$ cat src/rtl/dino_pkg.sv
// Shared encodings for the dino motion controller and the sprite-select FSM.
package dino_pkg;

  // Default physics constants (pixels, pixels/frame).
  localparam int DINO_Y_W     = 8;
  localparam int DINO_V_W     = 6;
  localparam int DINO_JUMP_V0 = 12;
  localparam int DINO_GRAVITY = 1;
  localparam int DINO_FAST_G  = 2;
  localparam int DINO_CUT_V   = 4;
  localparam int DINO_MAX_H   = 100;

  // Global game state as driven by the game-flow controller; 2'b11 behaves like start.
  typedef enum logic [1:0] {
    GS_START = 2'b00,
    GS_OVER  = 2'b01,
    GS_PLAY  = 2'b10
  } game_state_e;

  // Vertical-motion phase of the dino.
  typedef enum logic [1:0] {
    ST_GROUND = 2'b00,
    ST_DUCK   = 2'b01,
    ST_RISE   = 2'b10,
    ST_FALL   = 2'b11
  } motion_state_e;

  // Sprite-select codes shared with the sprite FSM.
  typedef enum logic [1:0] {
    SPR_RUN  = 2'b00,
    SPR_DUCK = 2'b01,
    SPR_JUMP = 2'b10,
    SPR_DEAD = 2'b11
  } sprite_e;

  // True while the dino is off the ground.
  function automatic logic is_air(input motion_state_e s);
    return (s == ST_RISE) || (s == ST_FALL);
  endfunction

endpackage

$ cat src/rtl/btn_sync_edge.sv
// Two-flop button synchronizer plus a frame-gated previous-value register,
// giving a clean level and a once-per-frame rising edge.
module btn_sync_edge (
  input  logic clk,
  input  logic rst,
  input  logic tick,
  input  logic btn,
  output logic level,
  output logic rise
);

  logic [1:0] sync_q;
  logic       prev_q;

  // Synchronize the raw button; sample the previous level only on frame ticks.
  // NOTE: sequential state uses non-blocking assignments so every flop samples pre-edge values.
  always_ff @(posedge clk or negedge rst) begin
    if (!rst) begin
      sync_q <= '0;
      prev_q <= 1'b0;
    end else begin
      sync_q <= {sync_q[0], btn};
      if (tick) prev_q <= sync_q[1];
    end
  end

  assign level = sync_q[1];
  assign rise  = sync_q[1] & ~prev_q;

endmodule

$ cat src/rtl/dino_motion_ctrl.sv
// Per-frame vertical-motion controller: jump physics, ground/air/duck flags
// and the dino height for the renderer and collision logic.
module dino_motion_ctrl
  import dino_pkg::*;
#(
  parameter int Y_W     = DINO_Y_W,
  parameter int V_W     = DINO_V_W,
  parameter int JUMP_V0 = DINO_JUMP_V0,
  parameter int GRAVITY = DINO_GRAVITY,
  parameter int FAST_G  = DINO_FAST_G,
  parameter int CUT_V   = DINO_CUT_V,
  parameter int MAX_H   = DINO_MAX_H
) (
  input  logic           clk,
  input  logic           rst,
  input  logic           frameTick,
  input  logic [1:0]     gameState,
  input  logic           jumpBtn,
  input  logic           duckBtn,
  output logic [Y_W-1:0] dinoY,
  output logic           Airborne,
  output logic           onGround,
  output logic           isDuck,
  output logic           jumpStart
);

  // Typed constants so all physics arithmetic stays signed and width-exact.
  localparam logic signed [Y_W:0]   MAX_H_S = (Y_W+1)'(MAX_H);
  localparam logic signed [V_W+1:0] GRAV_S  = (V_W+2)'(GRAVITY);
  localparam logic signed [V_W+1:0] FAST_S  = (V_W+2)'(FAST_G);
  localparam logic signed [V_W+1:0] ZERO_S  = (V_W+2)'(0);
  localparam logic signed [V_W+1:0] CUT_S   = (V_W+2)'(CUT_V);
  localparam logic signed [V_W+1:0] VMIN_S  = (V_W+2)'(-(2 ** (V_W-1)));
  localparam logic signed [V_W-1:0] V0_S    = V_W'(JUMP_V0);

  logic jump_level, jump_rise, duck_level;

  motion_state_e          state_q, state_d;
  logic [Y_W-1:0]         h_q, h_d;
  logic signed [V_W-1:0]  v_q, v_d;
  logic                   launch;
  logic signed [Y_W:0]    sum;
  logic signed [V_W+1:0]  vn;

  btn_sync_edge u_jump (
    .clk   (clk),
    .rst   (rst),
    .tick  (frameTick),
    .btn   (jumpBtn),
    .level (jump_level),
    .rise  (jump_rise)
  );

  // Duck only needs the held level; its edge output is left open.
  btn_sync_edge u_duck (
    .clk   (clk),
    .rst   (rst),
    .tick  (frameTick),
    .btn   (duckBtn),
    .level (duck_level),
    .rise  ()
  );

  // Next motion state, height and velocity; everything holds between frame ticks.
  // NOTE: every always_comb output gets a default first so no path leaves it unassigned (no latches).
  always_comb begin
    state_d = state_q;
    h_d     = h_q;
    v_d     = v_q;
    launch  = 1'b0;

    // Candidate position and velocity for an airborne frame.
    sum = $signed({1'b0, h_q}) + (Y_W+1)'(v_q);
    vn  = (V_W+2)'(v_q) - GRAV_S - (duck_level ? FAST_S : ZERO_S);
    if (vn < VMIN_S) vn = VMIN_S;
    if ((state_q == ST_RISE) && !jump_level && (vn > CUT_S)) vn = CUT_S;

    if (frameTick) begin
      case (gameState)
        GS_PLAY: begin
          case (state_q)
            ST_GROUND, ST_DUCK: begin
              if (jump_rise) begin
                state_d = ST_RISE;
                v_d     = V0_S;
                launch  = 1'b1;
              end else begin
                state_d = duck_level ? ST_DUCK : ST_GROUND;
              end
            end
            default: begin
              if (sum <= 0) begin
                // Landing frame: settle on the ground, never relaunch here.
                h_d     = '0;
                v_d     = '0;
                state_d = duck_level ? ST_DUCK : ST_GROUND;
              end else if (sum >= MAX_H_S) begin
                h_d     = Y_W'(MAX_H);
                v_d     = '0;
                state_d = ST_FALL;
              end else begin
                h_d     = sum[Y_W-1:0];
                v_d     = vn[V_W-1:0];
                state_d = (vn > 0) ? ST_RISE : ST_FALL;
              end
            end
          endcase
        end
        GS_OVER: begin
          // Game over freezes the dino in place.
        end
        default: begin
          state_d = ST_GROUND;
          h_d     = '0;
          v_d     = '0;
        end
      endcase
    end
  end

  // State registers with flags decoded from the next state so they are registered outputs.
  always_ff @(posedge clk or negedge rst) begin
    if (!rst) begin
      state_q   <= ST_GROUND;
      h_q       <= '0;
      v_q       <= '0;
      Airborne  <= 1'b0;
      onGround  <= 1'b1;
      isDuck    <= 1'b0;
      jumpStart <= 1'b0;
    end else begin
      state_q   <= state_d;
      h_q       <= h_d;
      v_q       <= v_d;
      Airborne  <= is_air(state_d);
      onGround  <= !is_air(state_d);
      isDuck    <= (state_d == ST_DUCK);
      jumpStart <= launch;
    end
  end

  assign dinoY = h_q;

endmodule

$ cat config.mk
export PLATFORM = sky130hd
export DESIGN_NAME = dino_motion_ctrl
export DESIGN_NICKNAME = d
export VERILOG_FILES = /design/src/rtl/dino_pkg.sv /design/src/rtl/btn_sync_edge.sv /design/src/rtl/dino_motion_ctrl.sv
export SDC_FILE = /design/constraint.sdc
export NUM_CORES = 1
export LEC_CHECK = 0
export CORE_MARGIN = 2
export CORE_UTILIZATION = 30
export DETAILED_ROUTE_END_ITERATION = 6
export SETUP_SLACK_MARGIN = 0.05
export SYNTH_ARGS = -nofsm -noshare
export SYNTH_HDL_FRONTEND = slang
export SYNTH_SLANG_ARGS = --single-unit
$ cat constraint.sdc
create_clock -name clk -period 4.03 [get_ports clk]
set_clock_uncertainty 0.15 [all_clocks]
set_input_delay 0.6045 -clock clk [delete_from_list [all_inputs] [get_ports clk]]
set_output_delay 0.6045 -clock clk [all_outputs]
set_load 0.03 [all_outputs]
==> implementation parameters <==
Parameter                              Value

Status
  Result of the run    finished, final reports clean

Synthesis
  Xor and xnor fraction of the mapped netlist area    3.44%
  Average instance area after synthesis    about 9 sq um
  Biggest area contributors in the synthesized netlist    dfrtp_1, ha_1, nor2_1, inv_1, nand2_1
  Synthesis warning total    0
  Adder-Cell Fraction of Synth Area    between 10% and 20%
  Library cell with the highest instance count after synthesis    dfrtp_1
  Share of flip-flops with an asynchronous set or reset after synthesis    100%
  Share of the synthesized area in the top cell type    33.7%
  Synth Net Count    214
  Synth cell count leaders    dfrtp_1, nor2_1, inv_1, nand2_1, ha_1
  Number of synthesized flops with an enable pin    0
  Combinational family with the most area after synthesis    compound AO/OA/AOI/OAI gates
  Flip-flop and latch count after synthesis    25
  Area fraction in compound gates after synthesis    24.2%
  Post-Synthesis Cell Area    around 1800 sq um
  Main synth FF type    dfrtp_1
  Post-synthesis cell type with the largest combined area    dfrtp_1
  Mux share of post-synthesis cell area    0.562%
  Synth cell types    49
  Post-synthesis cell count    ~190
  Fraction of the mapped netlist area in simple logic gates    a little over a fifth
  Sequential area share after synthesis    35.2%

Cells and area
  Number of filler cells placed in the layout    approximately 600
  Layout net count    234
  Number of inserted diodes    0
  Utilization after layout    35.9%
  Layout cells sized above 1    7.08%
  Layout overhead on the synthesized area    17.4%

Floorplanning
  Core area    5820 sq um
  Die width    roughly 80 um
  Initial core utilization    roughly 31%
  # rows    28
  Num ports    19
  Chip Height    81.0 um
  Die footprint    approximately 6600 sq um

Timing
  Clock period minus worst slack    3.55 ns
  Worst slew margin relative to its limit    49.2%
  RSZ-0062 raised after global routing    false
  Setup violations, final    0
  Achievable clock frequency    0.282 GHz
  Max-slew violations    0
  Final clock period utilization by the worst path    ~88%
  Worst Hold Slack    between 0.2 and 0.25 ns
  Final hold violations    0
  Slew at the pin closest to its max-slew limit    approximately 0.76 ns
  Setup TNS after final layout    0 ns

Placed design
  Detailed placement HPWL    roughly 2900 um
  Number of port buffers    18
  Routability Congestion    0.827

Clock network
  Clock-pin slew on the worst setup and hold paths    around 0.090 ns
  Cts bufs inserted    3
  Sink Count    25
  TritonCTS clock tree    built
  CTS H-tree depth    1
  Worst-case clock buffer depth    2
  Clock insertion delay at the later pin of the skew report    0.27 ns
  Hold-fix buffers at CTS    0
  Clk Tree Root Cell    clkbuf_8

Pwr
  Maximum vdd drop    0.143 mV
  Leakage Power    0.000942 uW
  Power per cell area    ~280 nW/um^2

Routing
  Routed via count divided by cell count    5.19
  Routed wirelength normalized by instance count    roughly 13 um
  First drt pass iteration count    4
  Drc violations    0
  Vias after detailed routing    1490
  Overall routed net length    3830 um
  Drt first-iter violations    122
  Remaining number of nets flagged by the antenna check after routing    0

Worst setup path
  Worst Path Arrival    3.56 ns
  Worst Setup End Kind    flop
  Highest net fanout along the worst path    6
  Worst Setup Start Kind    flop
  WS Path Type    flop to flop
  Critical Path RT    slightly above 4 ns

Global route
  Largest net degree at the start of global routing    26
  Global-route wire length before repair    6390 um
  Total gr overflow    0
  Vias in the first global route    1311
  Antenna violations before repair    0
  GR Util All Layers    12.6%

Hold path
  Kind of path behind the tightest hold check    flop to flop

Flow run
  Max-cap viol count    0
[per-stage QoR]
step | total power, uW | setup WS [ns] | std cells | instance area, sq um
final | 584 | 0.480 | 287 | 2090
after global routing | 629 | 0.109 | 287 | 2090
after CTS | 588 | 0.297 | 287 | 2080
after detailed placement | 433 | 0.352 | 283 | 2030
after global placement | 433 | 0.496 | 283 | 2030
after floorplan | 391 | 0.685 | 193 | 1780
[placed cells by master (no fill, tap or decap), types with 4 or more instances in the layout]
master,count
and3_1,5
dfrtp_1,24
inv_1,15
ha_1,12
a21o_1,6
nor2_1,16
and2_1,4
nand2_1,15
nor3_1,8
xnor2_1,6
o21ai_0,9
clkdlybuf4s50_1,18
nand3_1,4
a21oi_1,10
a22o_1,6
[kinds of logic after synthesis]
group / count (synthesis)
mux: 1
buf+inv: 19
flops: 25
compound gates: 58
fa+ha+maj: 14
xor+xnor: 7
simple gates: 69
[sequential cells by signal (all words and copies together) (netlist names), 2 cells and up]
signal         flops
state_q            2
v_q                6
u_jump.sync_q      2
dinoY              8
u_duck.sync_q      2
[path summary, 6_finish.rpt]
check                                   end              from  depth (start not counted)  slack [ns]
min in group asynchronous          dinoY[5]               rst                          2        0.54
min                        u_jump.sync_q[1]  u_jump.sync_q[0]                          0        0.21
max                                  v_q[4]  u_duck.sync_q[1]                         14        0.48
min reg2reg                u_jump.sync_q[1]  u_jump.sync_q[0]                          0        0.21
max in group asynchronous          onGround               rst                          2        2.91
max reg2reg                          v_q[4]  u_duck.sync_q[1]                         14        0.48
[power breakdown]
group	switching (uW)	internal, uW
clock network	82.8	69.3
registers	12.0	260
logic	95.1	65.1
total	190	394
[what timing repair did]
item / 4_1_cts / 5_1_grt
endpoints found under the setup margin: 0 / 6
setup buffers: 0 / 0
endpoints found under the hold margin: 0 / 0
gates resized for setup: 0 / 2
[layout make-up]
type	count	area (sq um)	share of cell area, %
Inverter	15	56.3	2.69
Timing Repair Buffer	19	188	8.98
Tap cell	75	93.8	4.49
Clock buffer	3	41.3	1.98
Sequential cell	25	627	30.0
Clock inverter	1	5.00	0.240
Multi-Input combinational cell	149	1080	51.6
[per-layer routing]
layer  up-vias  routed length, um  GRT usage, %
met3         7                150          1.78
li1        756                  -             -
met1       694               1910          18.4
met2        33               1690          18.4
met4         0                 80          5.25
met5         -                  0             0
[worst max-delay path: stages (launching register included)]
cell and delay, ns:
dfrtp_1 0.43, inv_1 0.06, ha_1 0.30, a211oi_2 0.29
nand2b_1 0.11, or2_2 0.31, nor3_1 0.18, nor2_1 0.07
ha_1 0.36, nor2_1 0.10, nand4b_1 0.25, a221oi_2 0.35
inv_1 0.13, a41oi_1 0.25, mux2i_1 0.11
Note: power is estimated with default switching activity, not from simulation.
